<file path="config.mk">
export PLATFORM = sky130hd
export DESIGN_NAME = fetch_stage
export DESIGN_NICKNAME = d
export VERILOG_FILES = /design/src/rtl/fetch_stage.sv
export SDC_FILE = /design/constraint.sdc
export NUM_CORES = 1
export LEC_CHECK = 0
export ABC_AREA = 1
export BUFFER_PORTS_ARGS = -buffer_cell sky130_fd_sc_hd__buf_4
export CAP_MARGIN = 20
export CORE_ASPECT_RATIO = 0.8
export CORE_MARGIN = 8
export CORE_UTILIZATION = 40
export CTS_CLUSTER_DIAMETER = 150
export CTS_CLUSTER_SIZE = 12
export DETAILED_ROUTE_END_ITERATION = 8
export GPL_ROUTABILITY_DRIVEN = 0
export GPL_TIMING_DRIVEN = 0
export HOLD_SLACK_MARGIN = 0.03
export MAX_ROUTING_LAYER = met4
export PLACE_DENSITY_LB_ADDON = 0.3
export SLEW_MARGIN = 20
export SYNTH_ARGS = -nofsm -noshare
export SYNTH_HDL_FRONTEND = slang
export SYNTH_SLANG_ARGS = --single-unit
</file>
<file path="constraint.sdc">
create_clock -name clk -period 13.4 [get_ports clk]
set_input_delay 2.68 -clock clk [delete_from_list [all_inputs] [get_ports clk]]
set_output_delay 2.68 -clock clk [all_outputs]
set_load 0.03 [all_outputs]
</file>
<file path="src/rtl/fetch_stage.sv">
// Instruction fetch stage with IF/ID register.
// Drives a req/ready imem port, parks stalled responses, drains on redirect.
module fetch_stage #(
  parameter logic [31:0] RESET_PC  = 32'h0000_0000,
  parameter logic [31:0] NOP_INSTR = 32'h0000_0013
) (
  input  logic        clk,
  input  logic        rst,
  input  logic        stallF,
  input  logic        stallD,
  input  logic        flushD,
  input  logic        pcsrcE,
  input  logic [31:0] pcTargetE,
  output logic        imem_req,
  output logic [31:0] imem_addr,
  input  logic        imem_ready,
  input  logic [31:0] imem_rdata,
  output logic [31:0] instrD,
  output logic [31:0] pcD,
  output logic [31:0] pcPlus4D,
  output logic        validD,
  output logic        fetchBusy
);

  typedef enum logic {FETCH, DRAIN} state_t;

  state_t      state, state_n;
  logic [31:0] pcF, reqAddr;
  logic [31:0] holdInstr, holdPc;
  logic        holdValid;
  logic [31:0] target;
  logic        xfer, fxfer;
  logic        capture, park, unhold;

  assign target = pcTargetE & ~32'h3;

  always_comb begin
    state_n   = state;
    imem_req  = 1'b0;
    imem_addr = pcF;
    fetchBusy = 1'b0;
    unique case (state)
      FETCH: begin
        imem_req  = !rst && !holdValid;
        fetchBusy = imem_req && !imem_ready;
        if (pcsrcE && imem_req && !imem_ready)
          state_n = DRAIN;
      end
      DRAIN: begin
        imem_req  = !rst;
        imem_addr = reqAddr;
        fetchBusy = 1'b1;
        if (imem_ready)
          state_n = FETCH;
      end
      default: state_n = FETCH;
    endcase
  end

  assign xfer    = imem_req && imem_ready;
  // Only FETCH-state transfers are kept, and not under a redirect
  assign fxfer   = (state == FETCH) && xfer && !pcsrcE;
  assign capture = fxfer && !stallF && !stallD;
  assign park    = fxfer && (stallF || stallD);
  assign unhold  = holdValid && !stallD && !pcsrcE;

  always_ff @(posedge clk or posedge rst) begin
    if (rst) begin
      state     <= FETCH;
      pcF       <= RESET_PC;
      reqAddr   <= RESET_PC;
      holdValid <= 1'b0;
      holdInstr <= NOP_INSTR;
      holdPc    <= RESET_PC;
    end else begin
      state <= state_n;
      if (state == FETCH && state_n == DRAIN)
        reqAddr <= pcF;
      if (pcsrcE)
        pcF <= target;
      else if (fxfer)
        pcF <= pcF + 32'd4;
      if (park) begin
        holdInstr <= imem_rdata;
        holdPc    <= pcF;
      end
      if (pcsrcE)
        holdValid <= 1'b0;
      else if (park)
        holdValid <= 1'b1;
      else if (unhold)
        holdValid <= 1'b0;
    end
  end

  always_ff @(posedge clk or posedge rst) begin
    if (rst) begin
      instrD   <= NOP_INSTR;
      pcD      <= 32'h0;
      pcPlus4D <= 32'h0;
      validD   <= 1'b0;
    end else if (flushD) begin
      instrD <= NOP_INSTR;
      validD <= 1'b0;
    end else if (!stallD) begin
      if (capture) begin
        instrD   <= imem_rdata;
        pcD      <= pcF;
        pcPlus4D <= pcF + 32'd4;
        validD   <= 1'b1;
      end else if (unhold) begin
        instrD   <= holdInstr;
        pcD      <= holdPc;
        pcPlus4D <= holdPc + 32'd4;
        validD   <= 1'b1;
      end
    end
  end

endmodule

</file>
==> summary by stage, run 1 <==
Status
The flow ran to the end, and the final reports show no timing, DRC or antenna violations.

Worst setup path
STA classifies the critical path endpoint as a primary output. The class of the most critical setup path is in -> out. At the worst endpoint, the arrival time is 3430 ps. The startpoint of the worst setup timing path is rst. For the worst setup path, the data required time is 10720 ps. The worst-case register-to-register setup slack is 11370 ps. The critical-path maximum fanout is 3.

In this run the critical register-to-register path is captured at pcPlus4D[16]$_DFFE_PP0P_. Counting cells, the worst reg-to-reg path comes to 9. STA classifies the critical path startpoint as an input pin. In this run the critical register-to-register path is launched from pcF[2]$_DFFE_PP0N_. The most critical setup path has its endpoint at fetchBusy.

Synth
The portion of synthesized area spent on multiplexers is 0.003023. The total of warnings raised by yosys is 0. Of the total synthesized cell area, the portion taken by full adders, half adders and majority gates is 0.002239. The simple-gate share of the synthesized area is 0.2916. Ranked by instance count, the synthesized netlist is headed by 663 x sky130_fd_sc_hd__nand2_1, 211 x sky130_fd_sc_hd__dfrtp_1, 113 x sky130_fd_sc_hd__o21ai_0. The xor and xnor area share after synthesis is 0.02038. The synthesized design spends more area on one cell type than any other, namely sky130_fd_sc_hd__dfrtp_1. Of the post-synthesis cell area, the dominant cell type holds 0.4725. The share of the Yosys chip area taken by registers is 0.4866. After synthesis, the largest family of logic cells by area is simple AND/OR/NAND/NOR gates. The synthesis-stage register bit count is 217. The mapped netlist covers 11170 um^2. The number of distinct standard cells referenced by the synthesized netlist is 32.

The post-synthesis instance total is 1490. Each instance of the synthesized netlist takes up on average 7.500 um^2. The count of flip-flops with a built-in enable after synthesis is 0. For this run, the leading register cell type out of synthesis is sky130_fd_sc_hd__dfrtp_1.

The dominant cell by count in the synthesized netlist is sky130_fd_sc_hd__nand2_1. The area fraction in compound gates after synthesis is 0.1229. By area the synthesized netlist is led by sky130_fd_sc_hd__dfrtp_1 47%, sky130_fd_sc_hd__nand2_1 22%, sky130_fd_sc_hd__o211ai_1 5.4%. For this run, asynchronously set or reset flops after synthesis account for 1.000.

STA
The total negative setup slack is 0 ps. In the finished design, the share of the clock period the worst path needs comes to 0.4558. The count of endpoints failing setup in the final report is 0. On the final layout, the worst clock skew is 18.85 ps. The final critical-path required period is 6107 ps. The total count of max-transition violations in the final report is 0.

In this run the tightest slew margin relative to its limit is 0.5905. Setup repair after global routing left no endpoint under its margin. The number of failing hold endpoints at the final stage is 0. At the pin with the least slew margin, the transition time is 614.2 ps.

The worst-case hold slack is 480.2 ps. Based on the critical path, the design can be clocked at up to 163.7 MHz.

Power
Summed over all cells, the static leakage comes to 6.932 nW. IR analysis of the VDD net gives a maximum drop of 0.1062 mV. The power share of the clock group is 0.277. The switching power share of the total is 0.3628.

The share of total power dissipated in sequential elements is 0.438. The share of total power dissipated in combinational logic is 0.284. In this run the power spent charging and discharging nets is 747.3 uW. Dividing total power by cell area gives a power density of 149.4 nW/um^2. Internal power comes to 1.313 mW.

CTS
The clock insertion delay at the later pin of the skew report is 520 ps. The number of clock sinks is 217. The clock-pin slew on the worst setup and hold paths is 60 ps. The tree is rooted in a sky130_fd_sc_hd__clkbuf_16. The number of setup buffers added after CTS is 0. The quantity of gates resized following cts is 0. Hold repair after CTS inserted 0 buffers. The depth of the CTS H-tree is 1. The total CTS buffers is 22.

The clock tree from TritonCTS is built. Counting along the longest clock path gives a buffer depth of 3.

GRT
The via count of the first global-routing pass came to 10310. The met2 layer usage reported by global route is 0.3214. The global-route wire length before repair is 58310 um. For met1 alone, demand over resource in global routing was 0.3293. The pin count of the biggest net entering global routing is 96. Summed over all layers, the global routing overflow is 0. In this run the most used layer during global routing was met1. The routing usage on met3 is 0.03938. The number of antenna violations at the first check in global routing is 0. The global routing usage summed across all routing layers is 0.2246.

Detailed routing
The via-per-instance ratio is 5.216. The detailed router's first-iteration violation count is 985. The number of optimization iterations in the first detailed-route pass is 5. The routed length per instance is 18.08 um.

The detail route stage leaves a number of antenna-violating nets equal to 0. The vias after detailed routing is 10890. The total DRC errors in the routed layout is 0.

For this block, the routed nets add up to 37740 um of wire.

Place
The cell area after placement is 13160 um^2. The sum of net half-perimeters after detailed placement is 28930 um. The number of placed instances with taps included is 2054. The port buffer count is 193.

Floorplan
After floorplanning, the core was sized to cover 27360 um^2. 202 I/O pins were placed. The floorplan step defined a die boundary enclosing 33570 um^2. The initial core utilization is 0.4084.

The floorplan step set the die width to 202.9 um. After floorplanning, the core was divided into 54 placement rows. The die outline height is 165.5 um.

Layout
After the last flow step, the layout net total stands at 1787. After filler insertion, the fill cell instance count of the layout stands at 2654. The area added between synthesis and finish is 23.36%.

The diode insertion count for antenna repair is 0. Excluding fillers, the count of instances in the completed layout stands at 2088. With fillers left out, the area of the finished cells amounts to 13780 um^2. The share of cells above drive strength 1 is 0.1700.

Run
Across the run, the number of max-cap violations was 0.

Hold path
The path type of the worst min-delay path is reg -> reg.
[worst min path at each step]
| stage | start | end | depth (start not counted) |
|---|---|---|---|
| after floorplan | reqAddr[23]$_DFFE_PP0P_ | reqAddr[23]$_DFFE_PP0P_ | 2 |
| after global placement | reqAddr[28]$_DFFE_PP0P_ | reqAddr[28]$_DFFE_PP0P_ | 2 |
| after detailed placement | instrD[20]$_DFFE_PP0P_ | instrD[20]$_DFFE_PP0P_ | 2 |
| after CTS | instrD[20]$_DFFE_PP0P_ | instrD[20]$_DFFE_PP0P_ | 2 |
| after global routing | pcPlus4D[7]$_DFFE_PP0P_ | pcPlus4D[7]$_DFFE_PP0P_ | 2 |
| final | pcD[14]$_DFFE_PP0P_ | pcD[14]$_DFFE_PP0P_ | 2 |
[cell usage in the layout (no fill, tap or decap), types with 23 or more instances in the layout]
cell type,count
sky130_fd_sc_hd__o211ai_1,80
sky130_fd_sc_hd__nor2_1,97
sky130_fd_sc_hd__buf_2,31
sky130_fd_sc_hd__nand3_1,48
sky130_fd_sc_hd__inv_1,94
sky130_fd_sc_hd__o21ai_1,26
sky130_fd_sc_hd__o21ai_0,113
sky130_fd_sc_hd__buf_4,206
sky130_fd_sc_hd__nand2_1,663
sky130_fd_sc_hd__clkbuf_16,23
sky130_fd_sc_hd__clkbuf_1,39
sky130_fd_sc_hd__dfrtp_1,211
[cells by family after synthesis]
| family | Yosys count |
|---|---|
| compound gates | 231 |
| fa+ha+maj | 2 |
| xor+xnor | 26 |
| flops | 217 |
| buf+inv | 181 |
| simple gates | 829 |
| other cells | 1 |
| mux | 3 |
[per-stage QoR]
step                setup WS, ps    util  total power, mW
finish                      7293  0.5037            2.060
global route                7240  0.5037            2.168
CTS                         7293  0.5037            2.075
detailed placement          7309  0.4809            1.497
global placement            2213  0.4786            1.481
floorplan                   4794       -            1.251
[metal layers]
| layer | wire, um | part of all wire |
|---|---|---|
| met5 | 0 | 0 |
| met4 | 746 | 0.020 |
| met3 | 3855 | 0.10 |
| met2 | 15900 | 0.42 |
| met1 | 17240 | 0.46 |
[flip-flops by register name, summed over array words and instances (netlist names)]
register / flops
pcD: 30
reqAddr: 30
holdValid: 1
holdPc: 30
pcF: 30
validD: 1
pcPlus4D: 30
holdInstr: 32
instrD: 32
state: 1
[final cells by class]
type	instances	area (um^2)	share of cell area
multi-input cells	1097	4941	0.3584
flip-flops and latches	217	5438	0.3945
inverters	101	387.9	0.02814
clock inverters	1	11.26	0.0008169
repair buffers	195	1504	0.1091
plain buffers	80	434.2	0.03150
clock buffers	33	613.1	0.04448
well taps	364	455.4	0.03304
[power by group through the flow]
stage | sequential, mW | combinational, mW | clock (mW)
3_5_place_dp | 0.910 | 0.587 | 0
3_3_place_gp | 0.906 | 0.576 | 0
2_1_floorplan | 0.992 | 0.259 | 0
6_report | 0.903 | 0.585 | 0.572
4_1_cts | 0.899 | 0.590 | 0.585
5_1_grt | 0.918 | 0.641 | 0.609
[worst max-delay path, stage by stage]
cell and delay, ps:
sky130_fd_sc_hd__buf_4 140, sky130_fd_sc_hd__nor2_2 170, sky130_fd_sc_hd__inv_1 70, sky130_fd_sc_hd__o21ai_0 170, sky130_fd_sc_hd__buf_4 190
(Power assumes the default switching activity.)
==> run 2, diff against run 1 <==
==> constraint.sdc (replaced) <==
create_clock -name clk -period 5.95 [get_ports clk]
set_input_delay 1.19 -clock clk [delete_from_list [all_inputs] [get_ports clk]]
set_output_delay 1.19 -clock clk [all_outputs]
set_load 0.03 [all_outputs]
==> summary by stage, run 2 (synthesis gave the netlist of run 1 again) <==
Place
The sum of net half-perimeters after detailed placement is 29320 um (+1.3%). The number of placed instances with taps included was 2060 (+0.29%). The port buffer count came to 193 (unchanged). The post-placement worst setup slack is 2883 ps (-4426 ps). The cell area after placement is 13290 um^2 (+1.0%).

STA
The clock skew after layout is 14.51 ps (-4.335 ps). The final critical-path required period is 3082 ps. The minimum setup slack in the final design is 2868 ps (-4424 ps).

The count of endpoints failing setup in the final report is 0 (unchanged). The worst-case hold slack came to 479.3 ps (-0.9480 ps). The number of failing hold endpoints at the final stage is 0 (unchanged).

The total count of max-transition violations in the final report is 0 (unchanged). The total negative setup slack is 0 ps (unchanged). The remaining max-slew budget at the tightest pin is 0.5883 (-0.002186). The final critical-path share of the clock period is 0.5180. Setup repair after global routing left no endpoint under its margin. The highest clock rate is 324.5 MHz. The slew at the pin closest to its max-slew limit is 617.5 ps (+3.279 ps).

Layout
The largest registers in the layout are holdInstr (32), instrD (32). The core utilization of the finished layout was 0.5086 (+0.004802). The leading cell type in the layout, fill and taps excluded is sky130_fd_sc_hd__nand2_1. The final net count is 1793 (+0.34%). The share of cells above drive strength 1 is 0.1728 (+0.002879). The count of placed standard cells in the final layout, fillers left out is 2094 (+0.29%).

The area added between synthesis and finish is 24.53%. The layout filler cell count is 2676 (+0.83%). The library cells used most frequently in the layout, excluding fill and tap cells, are 663 x sky130_fd_sc_hd__nand2_1, 211 x sky130_fd_sc_hd__dfrtp_1, 206 x sky130_fd_sc_hd__buf_4.

The diode insertion count for antenna repair is 0 (unchanged). The post-route cell area is 13920 um^2 (+0.95%).

Floorplan
The area of the die came to 33570 um^2 (unchanged). The placeable core area is 27360 um^2 (unchanged). The overall die width is 202.9 um (unchanged). The placement row count is 54 (unchanged). The top-level port count is 202 (unchanged). The die outline height is 165.5 um (unchanged). The initial core utilization is 0.4084 (unchanged).

Worst setup path
STA classifies the critical path startpoint as an input pin. The cell type with the highest occurrence count on the critical path is sky130_fd_sc_hd__buf_4. The critical-path maximum fanout is 3 (unchanged). Traced cell by cell, the critical path runs through buf_4 > nor2_2 > inv_1 > o21ai_0 > buf_4. The number of buffers and inverters on the critical path came to 3 (unchanged). The worst-case register-to-register setup slack came to 3920 ps (-7450 ps). The critical path is of the in -> out type.

The depth of the worst register-to-register path came to 9 (unchanged). The slowest library cell on the worst path is sky130_fd_sc_hd__buf_4. The destination of the worst register-to-register timing path is pcPlus4D[16]$_DFFE_PP0P_.

The endpoint arrival time on the critical path is 1890 ps (-1540 ps). The top cell family by delay on the critical path is buffers and inverters. The largest stage delay on the critical path came to 190 ps (about the same). The reg-to-reg startpoint is pcF[2]$_DFFE_PP0N_. The required time of the critical path was 4760 ps (-5960 ps). The worst setup path is captured at a primary output.

Hold path
The depth of the worst hold-timing path came to 2 (unchanged). The critical hold path startpoint is pcPlus4D[12]$_DFFE_PP0P_. The hold-critical path endpoint is pcPlus4D[12]$_DFFE_PP0P_. The path type of the worst min-delay path is reg -> reg.

GRT
The global-route wire length before repair is 59310 um (+1.7%). The number of antenna violations at the first check in global routing is 0 (unchanged). The via count of the first global-routing pass came to 10700 (+3.8%). The leftover overflow at the end of global routing came to 0 (unchanged). The pin count of the biggest net entering global routing came to 36 (-63%).

The global routing usage summed across all routing layers was 0.2270 (+0.002391).

CTS
The maximum clock path buffer count is 3 (unchanged). The clock insertion delay at the later pin of the skew report is 520 ps (about the same). The post-CTS setup buffer count came to 0 (unchanged). The clock-pin slew on the worst setup and hold paths was 60 ps (about the same).

The number of hold-repair buffers added at the cts stage is 0 (unchanged). The total CTS buffers came to 22 (unchanged). TritonCTS built the clock tree.

The number of clock sinks is 217 (unchanged). The quantity of gates resized following cts is 0 (unchanged). The cell chosen for the clock root is sky130_fd_sc_hd__clkbuf_16. The depth of the CTS H-tree is 1 (unchanged).

Status
The flow ran to the end, and the final reports show no timing, DRC or antenna violations.

Run
The number of maximum-capacitance constraint violations is 0 (unchanged).

Detailed routing
The via-per-instance ratio was 5.241 (+0.48%). The detailed router's first-iteration violation count is 950 (-3.6%). The total DRC errors in the routed layout was 0 (unchanged). The vias after detailed routing is 10970 (+0.77%). The total length of routed wires is 37610 um (-0.36%). The number of antenna-violating nets in the routed design is 0 (unchanged). The routed length per instance came to 17.96 um (-0.64%). The number of optimization iterations in the first detailed-route pass was 5 (unchanged).

Power
The leakage power is 6.989 nW (+0.82%). The worst ir drop on vdd was 0.1992 mV (+87%). The sum of internal, switching and leakage power is 4.650 mW (+130%). The power density over the cells was 334.2 nW/um^2 (+120%).
run 2: cell count changes in the layout (fill, tap and decap cells not counted), sizes merged:
| cell | before | now |
|---|---|---|
| buf | 245 | 251 |
| clkinvlp | 0 | 1 |
| inv | 101 | 100 |
run 2: cell type report:
cell class | count | area, um^2 | share of cell area
clock buffers | 33 | 613.1 | 0.04406
inverters | 101 | 384.1 | 0.02760
multi-input cells | 1097 | 4941 | 0.3551
repair buffers | 201 | 1639 | 0.1178
clock inverters | 1 | 11.26 | 0.0008092
plain buffers | 80 | 434.2 | 0.03120
flip-flops and latches | 217 | 5438 | 0.3908
well taps | 364 | 455.4 | 0.03273
run 2: routing by layer:
layer  track usage  share of wire
met5             -              0
met4       0.06088          0.026
met3       0.03938          0.093
met2        0.3197           0.41
met1        0.3315           0.47
run 2: how the worst max path moves through the flow:
stage                         start                        end  cells after the start  slack, ps
finish                          rst                  fetchBusy                      5       2870
global route        state$_DFF_PP0_              imem_addr[11]                      5       2800
CTS                             rst                  fetchBusy                      5       2870
detailed placement              rst                  fetchBusy                      5       2880
global placement                rst   pcPlus4D[23]$_DFFE_PP0P_                      2        510
floorplan                       rst  holdInstr[10]$_DFFE_PP0P_                      1       1940
run 2: report_power, final:
part | switching (mW) | internal (mW)
logic | 0.859 | 0.474
clock network | 0.579 | 0.708
registers | 0.247 | 1.78
total | 1.69 | 2.97
run 2: worst reg2reg max path, stage by stage, from the launching register on:
cell and delay (ps):
sky130_fd_sc_hd__dfrtp_1 400, sky130_fd_sc_hd__ha_1 220, sky130_fd_sc_hd__nand3_1 190, sky130_fd_sc_hd__nor2_1 360
sky130_fd_sc_hd__nand3_1 170, sky130_fd_sc_hd__xor2_1 290, sky130_fd_sc_hd__nand2_1 100, sky130_fd_sc_hd__nand2_1 120
sky130_fd_sc_hd__nand2_1 70, sky130_fd_sc_hd__nand2_1 50
